==> config.mk <==
export PLATFORM = sky130hd
export DESIGN_NAME = ov7670_capture
export DESIGN_NICKNAME = d
export VERILOG_FILES = /design/src/rtl/ov7670_capture.sv
export SDC_FILE = /design/constraint.sdc
export NUM_CORES = 1
export LEC_CHECK = 0
export CAP_MARGIN = 10
export CORE_ASPECT_RATIO = 1.2
export CORE_MARGIN = 3
export CORE_UTILIZATION = 45
export CTS_CLUSTER_DIAMETER = 80
export DETAILED_ROUTE_END_ITERATION = 12
export GPL_ROUTABILITY_DRIVEN = 0
export PLACE_DENSITY = 0.65
export SYNTH_ARGS = -nofsm -noshare
export SYNTH_HDL_FRONTEND = slang
export SYNTH_SLANG_ARGS = --single-unit
==> constraint.sdc <==
create_clock -name pclk -period 2.15 [get_ports pclk]
set_input_delay 0.215 -clock pclk [delete_from_list [all_inputs] [get_ports pclk]]
set_output_delay 0.215 -clock pclk [all_outputs]
set_load 0.02 [all_outputs]
==> src/rtl/ov7670_capture.sv <==
// OV7670 capture: pairs RGB565 bytes, reduces them to RGB444 and emits linear frame-buffer writes.
// Optional build macro CAPTURE_DOWNSCALE_EN selects 2:1 decimation in both axes.
module ov7670_capture #(
    parameter int H_ACTIVE = 640,
    parameter int V_ACTIVE = 480,
    parameter int ADDR_W   = 19
) (
    input  logic              pclk,
    input  logic              rst_n,
    input  logic              cap_en,
    input  logic              vsync,
    input  logic              href,
    input  logic [7:0]        d,
    input  logic              err_clr,
    output logic              we,
    output logic [ADDR_W-1:0] addr,
    output logic [11:0]       wdata,
    output logic              frame_done,
    output logic              busy,
    output logic              err_line
);

    localparam int COL_W  = $clog2(H_ACTIVE + 1);
    localparam int LINE_W = $clog2(V_ACTIVE + 1);
    localparam logic [COL_W-1:0]  COL_MAX  = COL_W'(H_ACTIVE);
    localparam logic [LINE_W-1:0] LINE_MAX = LINE_W'(V_ACTIVE);
`ifdef CAPTURE_DOWNSCALE_EN
    localparam logic [ADDR_W-1:0] LINE_STEP = ADDR_W'(H_ACTIVE / 2);
`else
    localparam logic [ADDR_W-1:0] LINE_STEP = ADDR_W'(H_ACTIVE);
`endif

    typedef enum logic [1:0] {IDLE, SYNC, ACTIVE} state_t;

    state_t              state_q, state_d;
    logic                vsync_q, vsync_d, vsync_prev_q, vsync_prev_d;
    logic                href_q, href_d, href_prev_q, href_prev_d;
    logic [7:0]          d_q, d_d;
    logic [6:0]          hi_q, hi_d;
    logic                phase_q, phase_d;
    logic [COL_W-1:0]    col_q, col_d;
    logic [LINE_W-1:0]   line_q, line_d;
    logic [ADDR_W-1:0]   base_q, base_d;
    logic                we_q, we_d;
    logic [ADDR_W-1:0]   addr_q, addr_d;
    logic [11:0]         wdata_q, wdata_d;
    logic                frame_done_q, frame_done_d;
    logic                busy_q, busy_d;
    logic                err_q, err_d;

    logic                vsync_rise, vsync_fall, href_fall, pix_done, line_ok, keep_pix, err_set;
    logic [ADDR_W-1:0]   pix_addr;
    logic                unused_bits;

    // hi_q keeps only the bits that survive the RGB565 -> RGB444 reduction
    assign unused_bits = ^{d_q[6:5], d_q[0]};

    assign vsync_rise = vsync_q & ~vsync_prev_q;
    assign vsync_fall = ~vsync_q & vsync_prev_q;
    assign href_fall  = href_prev_q & ~href_q;
    assign pix_done   = href_q & phase_q;
    assign line_ok    = line_q < LINE_MAX;

`ifdef CAPTURE_DOWNSCALE_EN
    assign keep_pix = ~col_q[0] & ~line_q[0];
    assign pix_addr = base_q + ADDR_W'(col_q >> 1);
`else
    assign keep_pix = 1'b1;
    assign pix_addr = base_q + ADDR_W'(col_q);
`endif

    always_comb begin
        state_d      = state_q;
        vsync_d      = vsync;
        vsync_prev_d = vsync_q;
        href_d       = href;
        href_prev_d  = href_q;
        d_d          = d;
        hi_d         = hi_q;
        phase_d      = href_q ? ~phase_q : 1'b0;
        col_d        = col_q;
        line_d       = line_q;
        base_d       = base_q;
        we_d         = 1'b0;
        addr_d       = addr_q;
        wdata_d      = wdata_q;
        frame_done_d = 1'b0;
        err_set      = 1'b0;

        if (href_q && !phase_q) begin
            hi_d = {d_q[7:4], d_q[2:0]};
        end

        case (state_q)
            IDLE: begin
                if (vsync_q) state_d = SYNC;
            end
            SYNC: begin
                if (vsync_fall) begin
                    if (cap_en) begin
                        state_d = ACTIVE;
                        col_d   = '0;
                        line_d  = '0;
                        base_d  = '0;
                        addr_d  = '0;
                    end else begin
                        state_d = IDLE;
                    end
                end
            end
            ACTIVE: begin
                if (vsync_rise) begin
                    state_d      = SYNC;
                    frame_done_d = 1'b1;
                end else begin
                    if (pix_done) begin
                        if (col_q < COL_MAX) begin
                            col_d = col_q + COL_W'(1);
                            if (line_ok && keep_pix) begin
                                we_d    = 1'b1;
                                addr_d  = pix_addr;
                                wdata_d = {hi_q[6:3], hi_q[2:0], d_q[7], d_q[4:1]};
                            end
                        end else if (line_ok) begin
                            err_set = 1'b1;
                        end
                    end
                    // Lines past V_ACTIVE are counted out but never advance the address base
                    if (href_fall) begin
                        col_d = '0;
                        if (phase_q && line_ok) err_set = 1'b1;
                        if (col_q != '0 && line_ok) begin
                            line_d = line_q + LINE_W'(1);
`ifdef CAPTURE_DOWNSCALE_EN
                            if (line_q[0]) base_d = base_q + LINE_STEP;
`else
                            base_d = base_q + LINE_STEP;
`endif
                        end
                    end
                end
            end
            default: state_d = IDLE;
        endcase

        if (err_clr)      err_d = 1'b0;
        else if (err_set) err_d = 1'b1;
        else              err_d = err_q;

        busy_d = (state_d == ACTIVE);
    end

    always_ff @(posedge pclk or negedge rst_n) begin
        if (!rst_n) begin
            state_q      <= IDLE;
            vsync_q      <= 1'b0;
            vsync_prev_q <= 1'b0;
            href_q       <= 1'b0;
            href_prev_q  <= 1'b0;
            d_q          <= '0;
            hi_q         <= '0;
            phase_q      <= 1'b0;
            col_q        <= '0;
            line_q       <= '0;
            base_q       <= '0;
            we_q         <= 1'b0;
            addr_q       <= '0;
            wdata_q      <= '0;
            frame_done_q <= 1'b0;
            busy_q       <= 1'b0;
            err_q        <= 1'b0;
        end else begin
            state_q      <= state_d;
            vsync_q      <= vsync_d;
            vsync_prev_q <= vsync_prev_d;
            href_q       <= href_d;
            href_prev_q  <= href_prev_d;
            d_q          <= d_d;
            hi_q         <= hi_d;
            phase_q      <= phase_d;
            col_q        <= col_d;
            line_q       <= line_d;
            base_q       <= base_d;
            we_q         <= we_d;
            addr_q       <= addr_d;
            wdata_q      <= wdata_d;
            frame_done_q <= frame_done_d;
            busy_q       <= busy_d;
            err_q        <= err_d;
        end
    end

    assign we         = we_q;
    assign addr       = addr_q;
    assign wdata      = wdata_q;
    assign frame_done = frame_done_q;
    assign busy       = busy_q;
    assign err_line   = err_q;

endmodule

==> results.cfg, run 1 <==
[grt]
antenna_found_initial = 0
grtUsageTotal = 0.185
grt_pass1_wl_um = 14800
overflow = 0
grt_max_degree = 40
grt_pass1_vias = 3168

[timing]
rsz0062_at_grt = false
max_freq_mhz = 502
finalClockSkew_ns = 0.0125
layout_min_cycle_time_ns = 1.99
finalSetupTns_ns = 0
slew_viol_final = 0
slew_headroom = 0.556
worst_slew_pin_slew_ns = 0.666
setup_ws_ns = 0.159
setup_viol = 0
timing.hold.ws_ns = 0.277
finalCritPeriodShare = 0.926
hold_viol = 0

[setup_path]
worstSetupStartpointType = flip-flop
slowest_stage = or4_1
required_ns = 2.45
r2r_start = state_q[0]$_DFF_PN0_
worstSetupEndpointType = flip-flop
cp_max_fo = 39
critical_path_arrival_ns = 2.29
r2r_end = base_q[12]$_DFFE_PN0P_
crit_chain = nand2b_1, nor3b_2, a31oi_2, buf_12, or4_1, a21oi_1
worstSetupPathType = flip-flop to flip-flop
crit_path_max_incr_delay_ns = 0.51
regToRegSetupSlack_ns = 0.16
r2r_cells = 6

[clock_network]
clk_pin_slew_worst_paths_ns = 0.09
cts.htree.levels = 3
clk_latency_ns = 0.36
postCtsSetupBuffers = 0
clockBufferDepth = 2
cts.sinks = 88
numCtsBuffers = 9
cts-root-buf = clkbuf_8
tritoncts = built

[placed_design]
dp_cells = 567
post-dp-hpwl_um = 5920
io_buffers = 48
place_ws_ns = 0.164

[floorplanning]
rows = 37
fp.dieArea_mm2 = 0.0101
die_x_um = 92.1
die_h_um = 109
io_pins = 49
core_area_mm2 = 0.00861
start_util = 0.465

[synth]
synth_cell_types = 52
synth_top_area_cell = dfrtp_1
netlist_instances = 403
syn_nets = 425
ys.flop_type = dfrtp_1
synth_top_area_frac = 0.550
synthTopCellsByArea = dfrtp_1 55%, nand2_1 7.1%, a21oi_1 3.1%
synth_area_mm2 = 0.00400
yosys_warnings = 0
ys_seq_elements = 88
synth_edf_count = 0
seq_area_frac_synth = 0.550
syn-mean-instance-area_um2 = 9.94
async_reset_ff_frac = 1.00

[worst_hold_path]
hold-path-endpoint = d_q[4]$_DFF_PN0_
min-delay-start = d[4]
min_path_cells = 1
hp-class = input pin to flip-flop

[routing]
wl_per_cell_um = 14.6
first_pass_iters = 4
routed_wl_um = 8510
vias_per_cell = 5.44
vias = 3175
drt_iter0_drc = 134
remaining_drc_errors = 0
route.antenna.remaining_nets = 0

[flow_run]
drv_cap = 0

[final_layout]
layout_commonest_cell = dfrtp_1
synthToLayoutAreaGrowth_pct = 23.2
final_nets = 484
layout_common_cells = 88 x dfrtp_1, 76 x nand2_1, 47 x clkdlybuf4s50_1
stdcell_count = 584
fillerInstances = 783
antenna_cells = 0
drive_above_1_share = 0.111

[pwr]
p_total_mw = 3.64
power_per_cell_area_mw_per_mm2 = 738
ir_worst_vdd_mv = 0.516
p_leak_nw = 2.19

[outcome]
status = finished, final reports clean
[per-stage QoR]
stage,area [um^2],utilization
2_1_floorplan,4000,-
3_5_place_dp,4700,0.545
4_1_cts,4930,0.573
6_report,4930,0.573
5_1_grt,4930,0.573
3_3_place_gp,4700,0.545
[worst max-delay path by stage]
stage          slack, ns                  from                      to
6_report            0.16  state_q[0]$_DFF_PN0_  base_q[12]$_DFFE_PN0P_
5_1_grt             0.01  state_q[0]$_DFF_PN0_  base_q[15]$_DFFE_PN0P_
4_1_cts             0.16  state_q[0]$_DFF_PN0_  base_q[12]$_DFFE_PN0P_
3_5_place_dp        0.16                cap_en   line_q[6]$_DFFE_PN0P_
3_3_place_gp        0.21                cap_en  base_q[16]$_DFFE_PN0P_
2_1_floorplan       0.32  col_q[0]$_DFFE_PN0P_  base_q[18]$_DFFE_PN0P_
[logic make-up after synthesis]
family / synth area share
adders and majority gates: 0.0250
AOI/OAI and AO/OA: 0.143
xor gates and xnor gates: 0.0197
muxes: 0.0278
other: 0.000937
buffers and inverters: 0.0303
and+or+nand+nor: 0.203
DFF: 0.550
[registers in the layout, indices dropped and copies added (netlist names)]
name and count:
href_prev_d 1, hi_q 7, d_q 8, col_q 10
frame_done 1, vsync_prev_d 1, vsync_prev_q 1, wdata 12
state_q 2, phase_q 1, busy 1, err_line 1
base_q 12, line_q 9, we 1, href_prev_q 1
addr 19
[cell type report]
class / instances / area, um^2 / area share
inverter: 8 / 30.0 / 0.00609
clock buffer: 9 / 124 / 0.0251
tap: 117 / 146 / 0.0297
clock inverter: 7 / 101 / 0.0205
sequential: 88 / 2200 / 0.446
multi-input combinational: 288 / 1680 / 0.341
timing repair buffer: 67 / 648 / 0.131
[layer usage]
layer	up-vias	routed length [um]	global-route usage
li1	1559	-	-
met1	1546	3820	0.229
met2	55	4180	0.317
met3	15	287	0.0294
met4	0	212	0.0934
met5	-	0	0
[critical path: cells and delay by family (launching register included)]
kind | cells | cell delay, ns
DFF | 1 | 0.43
buffers and inverters | 1 | 0.19
and+or+nand+nor | 3 | 1.01
AOI/OAI and AO/OA | 2 | 0.28
[power breakdown]
group,switching [mW],internal [mW]
clock network,0.626,0.664
registers,0.0716,1.77
logic,0.280,0.231
total,0.977,2.66
[cell usage after synthesis, types with 5 or more instances]
| library cell | n |
|---|---|
| nand4_1 | 7 |
| a21oi_1 | 25 |
| inv_1 | 7 |
| o21ai_0 | 18 |
| clkbuf_1 | 12 |
| dfrtp_1 | 88 |
| or3_1 | 10 |
| nand2_1 | 76 |
| ha_1 | 8 |
| or4_1 | 8 |
| o21ai_1 | 23 |
| nor2_1 | 17 |
| nand3_1 | 16 |
| xnor2_1 | 5 |
| and3_1 | 5 |
| mux2_2 | 7 |
| o31ai_1 | 8 |
[timing repair]
action | CTS | global route
hold buffers | 1 | 0
hold endpoints to repair | 27 | 0
gates resized for setup | 0 | 0
Note: power is estimated with default switching activity, not from simulation.
==> inputs of run 2 (changes only) <==
--- a/config.mk
+++ b/config.mk
@@ -5,6 +5,7 @@
 export SDC_FILE = /design/constraint.sdc
 export NUM_CORES = 1
 export LEC_CHECK = 0
+export ABC_CLOCK_PERIOD_IN_PS = 2200
 export CAP_MARGIN = 10
 export CORE_ASPECT_RATIO = 1.2
 export CORE_MARGIN = 3
@@ -12,6 +13,7 @@
 export CTS_CLUSTER_DIAMETER = 80
 export DETAILED_ROUTE_END_ITERATION = 12
 export GPL_ROUTABILITY_DRIVEN = 0
+export HOLD_SLACK_MARGIN = 0.12
 export PLACE_DENSITY = 0.65
 export SYNTH_ARGS = -nofsm -noshare
 export SYNTH_HDL_FRONTEND = slang
==> constraint.sdc (replaced) <==
create_clock -name pclk -period 2.2 [get_ports pclk]
set_input_delay 0.22 -clock pclk [delete_from_list [all_inputs] [get_ports pclk]]
set_output_delay 0.22 -clock pclk [all_outputs]
set_load 0.02 [all_outputs]
==> run 2 against run 1 <==
Sequential power down 2%. Worst setup slack better by 0.038 ns. Largest cell class unchanged. Non-clock buffer count down 3. Routed wire length down 1.4%. Sequential share of layout area up 0.41 points. Clock power down 12%. Clock skew down 0.0017 ns.
==> results.cfg, run 2 (same netlist as run 1, synthesis figures left out) <==
[outcome]
status = finished, final reports clean

[final_layout]
fin_util = 0.568
layout_commonest_cell = dfrtp_1
fillerInstances = 797
synthToLayoutAreaGrowth_pct = 22.1
antenna_cells = 0
layout_common_cells = 88 x dfrtp_1, 76 x nand2_1, 47 x clkdlybuf4s50_1
final_nets = 481
largest_reg_flops = 19
drive_above_1_share = 0.106

[routing]
drt_iter0_drc = 154
remaining_drc_errors = 0
route.antenna.remaining_nets = 0
routed_wl_um = 8390
wl_per_cell_um = 14.4
first_pass_iters = 4
vias = 3168
vias_per_cell = 5.45

[floorplanning]
start_util = 0.465
die_h_um = 109
fp.dieArea_mm2 = 0.0101
io_pins = 49
rows = 37
core_area_mm2 = 0.00861
die_x_um = 92.1

[setup_path]
cp_max_fo = 14
path_common_cell = nand2_1
crit_buf_inv = 2
required_ns = 2.43
cp_top_family = buffers and inverters
critical_path_arrival_ns = 2.24
crit_path_max_incr_delay_ns = 0.47
slowest_stage = dfrtp_1
crit_chain = o21ai_0, and3_1, nand2_1, clkinv_2, buf_4, nand2_1, o21ai_1
worstSetupStartpointType = flip-flop
worstSetupEndpointType = flip-flop
worstSetupPathType = flip-flop to flip-flop

[clock_network]
cts-root-buf = clkbuf_8
clk_pin_slew_worst_paths_ns = 0.09
cts.sinks = 88
clockBufferDepth = 2
cts.htree.levels = 3
clk_latency_ns = 0.35
numCtsBuffers = 9
tritoncts = built

[pwr]
switching_share = 0.277
power_per_cell_area_mw_per_mm2 = 703
p_switching_mw = 0.950
p_seq_frac = 0.523
p_comb_frac = 0.145
ir_worst_vdd_mv = 0.390
p_leak_nw = 2.16
p_int_mw = 2.48
p_clk_frac = 0.332

[grt]
grt_pass1_wl_um = 14300
overflow = 0
grt_pass1_vias = 3075
antenna_found_initial = 0
grtUsageTotal = 0.177
grt_max_degree = 46

[placed_design]
post-dp-hpwl_um = 5800
place_ws_ns = 0.166
io_buffers = 48

[timing]
max_freq_mhz = 499
layout_min_cycle_time_ns = 2.00
setup_ws_ns = 0.197
timing.hold.ws_ns = 0.298
rsz0062_at_grt = false
finalSetupTns_ns = 0
slew_viol_final = 0
worst_slew_pin_slew_ns = 0.654
finalClockSkew_ns = 0.0108
finalCritPeriodShare = 0.911
hold_viol = 0
setup_viol = 0
slew_headroom = 0.564

[flow_run]
drv_cap = 0

[worst_hold_path]
hp-class = input pin to flip-flop
==> run 2: through the flow <==
stage / total power [mW] / cells / instance area (um^2)
after detailed placement: 2.33 / 564 / 4670
after global routing: 3.60 / 581 / 4890
after global placement: 2.32 / 564 / 4670
after floorplan: 2.08 / 403 / 4000
after CTS: 3.48 / 581 / 4890
final: 3.43 / 581 / 4890
==> run 2: what timing repair did <==
item / 4_1_cts / 5_1_grt
endpoints found under the hold margin: 44 / 0
setup buffers: 0 / 0
gates resized for setup: 0 / 1
setup endpoints to repair: 0 / 5
hold buffers: 1 / 0
==> run 2: final cells by class <==
class / instances / area [um^2] / area share
clock inverter: 7 / 77.6 / 0.0159
timing repair buffer: 64 / 626 / 0.128
multi-input combinational: 288 / 1680 / 0.344
inverter: 8 / 31.3 / 0.00640
tap: 117 / 146 / 0.0300
sequential: 88 / 2200 / 0.451
clock buffer: 9 / 124 / 0.0253
==> run 2: power groups by stage <==
stage	Combinational, mW	Sequential [mW]	Clock, mW
3_5_place_dp	0.504	1.83	0
2_1_floorplan	0.190	1.89	0
4_1_cts	0.508	1.80	1.17
6_report	0.498	1.80	1.14
3_3_place_gp	0.495	1.82	0
5_1_grt	0.555	1.81	1.24
==> run 2: final timing paths <==
check | start | end | slack (ns) | cells after the start
max in group asynchronous | rst_n | col_q[0]$_DFFE_PN0P_ | 1.13 | 3
min in group asynchronous | rst_n | addr[17]$_DFFE_PN0P_ | 0.41 | 2
min | d[6] | d_q[6]$_DFF_PN0_ | 0.30 | 1
max reg2reg | col_q[7]$_DFFE_PN0P_ | addr[0]$_DFFE_PN0P_ | 0.20 | 7
max | col_q[7]$_DFFE_PN0P_ | addr[0]$_DFFE_PN0P_ | 0.20 | 7
min reg2reg | href_prev_d$_DFF_PN0_ | href_prev_q$_DFF_PN0_ | 0.42 | 0
==> run 2: routing by layer <==
metal / part of all wire / track usage
met3: 0.040 / 0.0424
met1: 0.44 / 0.224
met4: 0.019 / 0.0573
met5: 0 / 0
met2: 0.50 / 0.302
==> inputs of run 3 (changes only) <==
--- a/config.mk
+++ b/config.mk
@@ -5,7 +5,7 @@
 export SDC_FILE = /design/constraint.sdc
 export NUM_CORES = 1
 export LEC_CHECK = 0
-export ABC_CLOCK_PERIOD_IN_PS = 2200
+export ABC_CLOCK_PERIOD_IN_PS = 1700
 export CAP_MARGIN = 10
 export CORE_ASPECT_RATIO = 1.2
 export CORE_MARGIN = 3
@@ -13,8 +13,9 @@
 export CTS_CLUSTER_DIAMETER = 80
 export DETAILED_ROUTE_END_ITERATION = 12
 export GPL_ROUTABILITY_DRIVEN = 0
+export GPL_TIMING_DRIVEN = 1
 export HOLD_SLACK_MARGIN = 0.12
-export PLACE_DENSITY = 0.65
+export PLACE_DENSITY = 0.67
 export SYNTH_ARGS = -nofsm -noshare
 export SYNTH_HDL_FRONTEND = slang
 export SYNTH_SLANG_ARGS = --single-unit
==> constraint.sdc (replaced) <==
create_clock -name pclk -period 1.7 [get_ports pclk]
set_input_delay 0.17 -clock pclk [delete_from_list [all_inputs] [get_ports pclk]]
set_output_delay 0.17 -clock pclk [all_outputs]
set_load 0.02 [all_outputs]
==> run 3 against run 2 <==
The run now ends with setup timing left. Total power rose by 38%. Utilization rose by 8.2 points. Sequential share of layout area is 5.7 points lower. Clock skew about the same. First-iteration DRC count shrank 15%. Critical path depth is the same. Largest cell class unchanged. Largest power group unchanged.
==> results.cfg, run 3 (same netlist as run 1, synthesis figures left out) <==
[final_layout]
antenna_cells = 0
layout_commonest_cell = dfrtp_1
largest_reg_flops = 19
fillerInstances = 687
multi_input_area_mm2 = 0.00192
final_nets = 532
layout_common_cells = 86 x dfrtp_1, 73 x nand2_1, 49 x buf_4
final-seq-area_mm2 = 0.00220
synthToLayoutAreaGrowth_pct = 39.8
stdcell_area_mm2 = 0.00560
drive_above_1_share = 0.274
fin_util = 0.650

[placed_design]
io_buffers = 48
post-dp-hpwl_um = 6210
placed_area_mm2 = 0.00499

[floorplanning]
rows = 37
die_h_um = 109
core_area_mm2 = 0.00861
fp.dieArea_mm2 = 0.0101
start_util = 0.465
io_pins = 49
die_x_um = 92.1

[clock_network]
cts.sinks = 88
cts-root-buf = clkbuf_8
tritoncts = built
clockBufferDepth = 2
cts.htree.levels = 3
clk_latency_ns = 0.37
numCtsBuffers = 9
clk_pin_slew_worst_paths_ns = 0.09

[setup_path]
worstSetupStartpointType = flip-flop
crit_chain = buf_6, nand2b_4, o22a_1, a31oi_4, buf_6, or4_4, a21oi_2
worstSetupPathType = flip-flop to flip-flop
path_depth = 7
r2r_cells = 7
crit_buf_inv = 2
required_ns = 2.00
cp_top_family = simple AND/OR/NAND/NOR gates
slowest_stage = or4_4
crit_path_max_incr_delay_ns = 0.51
regToRegSetupSlack_ns = -0.14
cp_max_fo = 6
path_common_cell = buf_6
crit_end = base_q[12]$_DFFE_PN0P_
worstSetupStartpoint = state_q[1]$_DFF_PN0_
critical_path_arrival_ns = 2.13
r2r_start = state_q[1]$_DFF_PN0_
worstSetupEndpointType = flip-flop
r2r_end = base_q[12]$_DFFE_PN0P_

[timing]
setup_viol = 20
slew_headroom = 0.517
hold_viol = 0
layout_min_cycle_time_ns = 1.84
slew_viol_final = 0
rsz0062_at_grt = true
finalCritPeriodShare = 1.08
finalClockSkew_ns = 0.0113
max_freq_mhz = 545
worst_slew_pin_slew_ns = 0.725
setup_ws_ns = -0.135

[grt]
grt_pass1_vias = 3273
grt_max_degree = 48
antenna_found_initial = 0
overflow = 0
grt_pass1_wl_um = 14800
grtUsageTotal = 0.186

[pwr]
ir_worst_vdd_mv = 0.680
p_leak_nw = 2.49
power_per_cell_area_mw_per_mm2 = 849

[outcome]
status = finished with violations
violations = setup timing

[flow_run]
drv_cap = 0

[routing]
routed_wl_um = 9460
remaining_drc_errors = 0
first_pass_iters = 4
vias = 3430
wl_per_cell_um = 15.0
drt_iter0_drc = 131
route.antenna.remaining_nets = 0
vias_per_cell = 5.44

[worst_hold_path]
hp-class = input pin to async pin
## run 3: changes by cell type in the layout (fill, tap and decap cells not counted), moves of 3 or more
cell,previous run,this run
nand2_1,76,73
buf_4,14,49
o21ai_2,0,7
ha_4,0,3
o21ai_0,18,13
buf_6,0,13
a21oi_2,0,6
nand2_2,0,3
a21oi_1,25,17
ha_1,8,4
## run 3: timing repair
action | in CTS | in global routing
gates resized for setup | 13 | 58
cloned | 0 | 3
endpoints found under the setup margin | 51 | 52
pin swaps | 4 | 19
hold endpoints to repair | 88 | 0
hold buffers | 1 | 0
setup buffers | 3 | 9
## run 3: area by class of cell
class	count	area share
well taps	117	0.0262
repair buffers	115	0.193
flip-flops and latches	88	0.394
clock buffers	9	0.0221
clock inverters	6	0.0165
multi-input cells	288	0.342
inverters	8	0.00581
## run 3: how the worst min path moves through the flow
stage | cells after the start | slack, ns | start | end
after global placement | 1 | 0.07 | rst_n | line_q[8]$_DFFE_PN0P_
after floorplan | 0 | -0.13 | rst_n | addr[0]$_DFFE_PN0P_
after detailed placement | 1 | 0.07 | rst_n | line_q[8]$_DFFE_PN0P_
final | 2 | 0.23 | rst_n | line_q[0]$_DFFE_PN0P_
after CTS | 2 | 0.22 | rst_n | line_q[5]$_DFFE_PN0P_
after global routing | 1 | 0.23 | d[6] | d_q[6]$_DFF_PN0_
## run 3: power by group
group	internal, mW	switching [mW]
logic	0.410	0.436
clock network	0.826	0.759
registers	2.23	0.0827
## run 3: metal layers
layer,vias to the layer above,GRT usage,wire [um]
met2,48,0.321,4940
li1,1653,-,-
met4,0,0.102,237
met1,1713,0.228,4070
met3,16,0.0253,215
met5,-,0,0
## run 3: metrics by stage
step                      power [mW]  setup slack [ns]  cells  setup TNS [ns]  hold slack, ns
after floorplan                 2.69           -0.0405    403          -0.333          -0.126
after global placement          3.06            -0.168    600           -1.61          0.0700
after detailed placement        3.08            -0.203    600           -3.08          0.0722
after CTS                       4.70            -0.127    619          -0.791           0.217
after global routing            4.95            -0.213    631           -3.27           0.232
final                           4.75            -0.135    631           -1.22           0.225
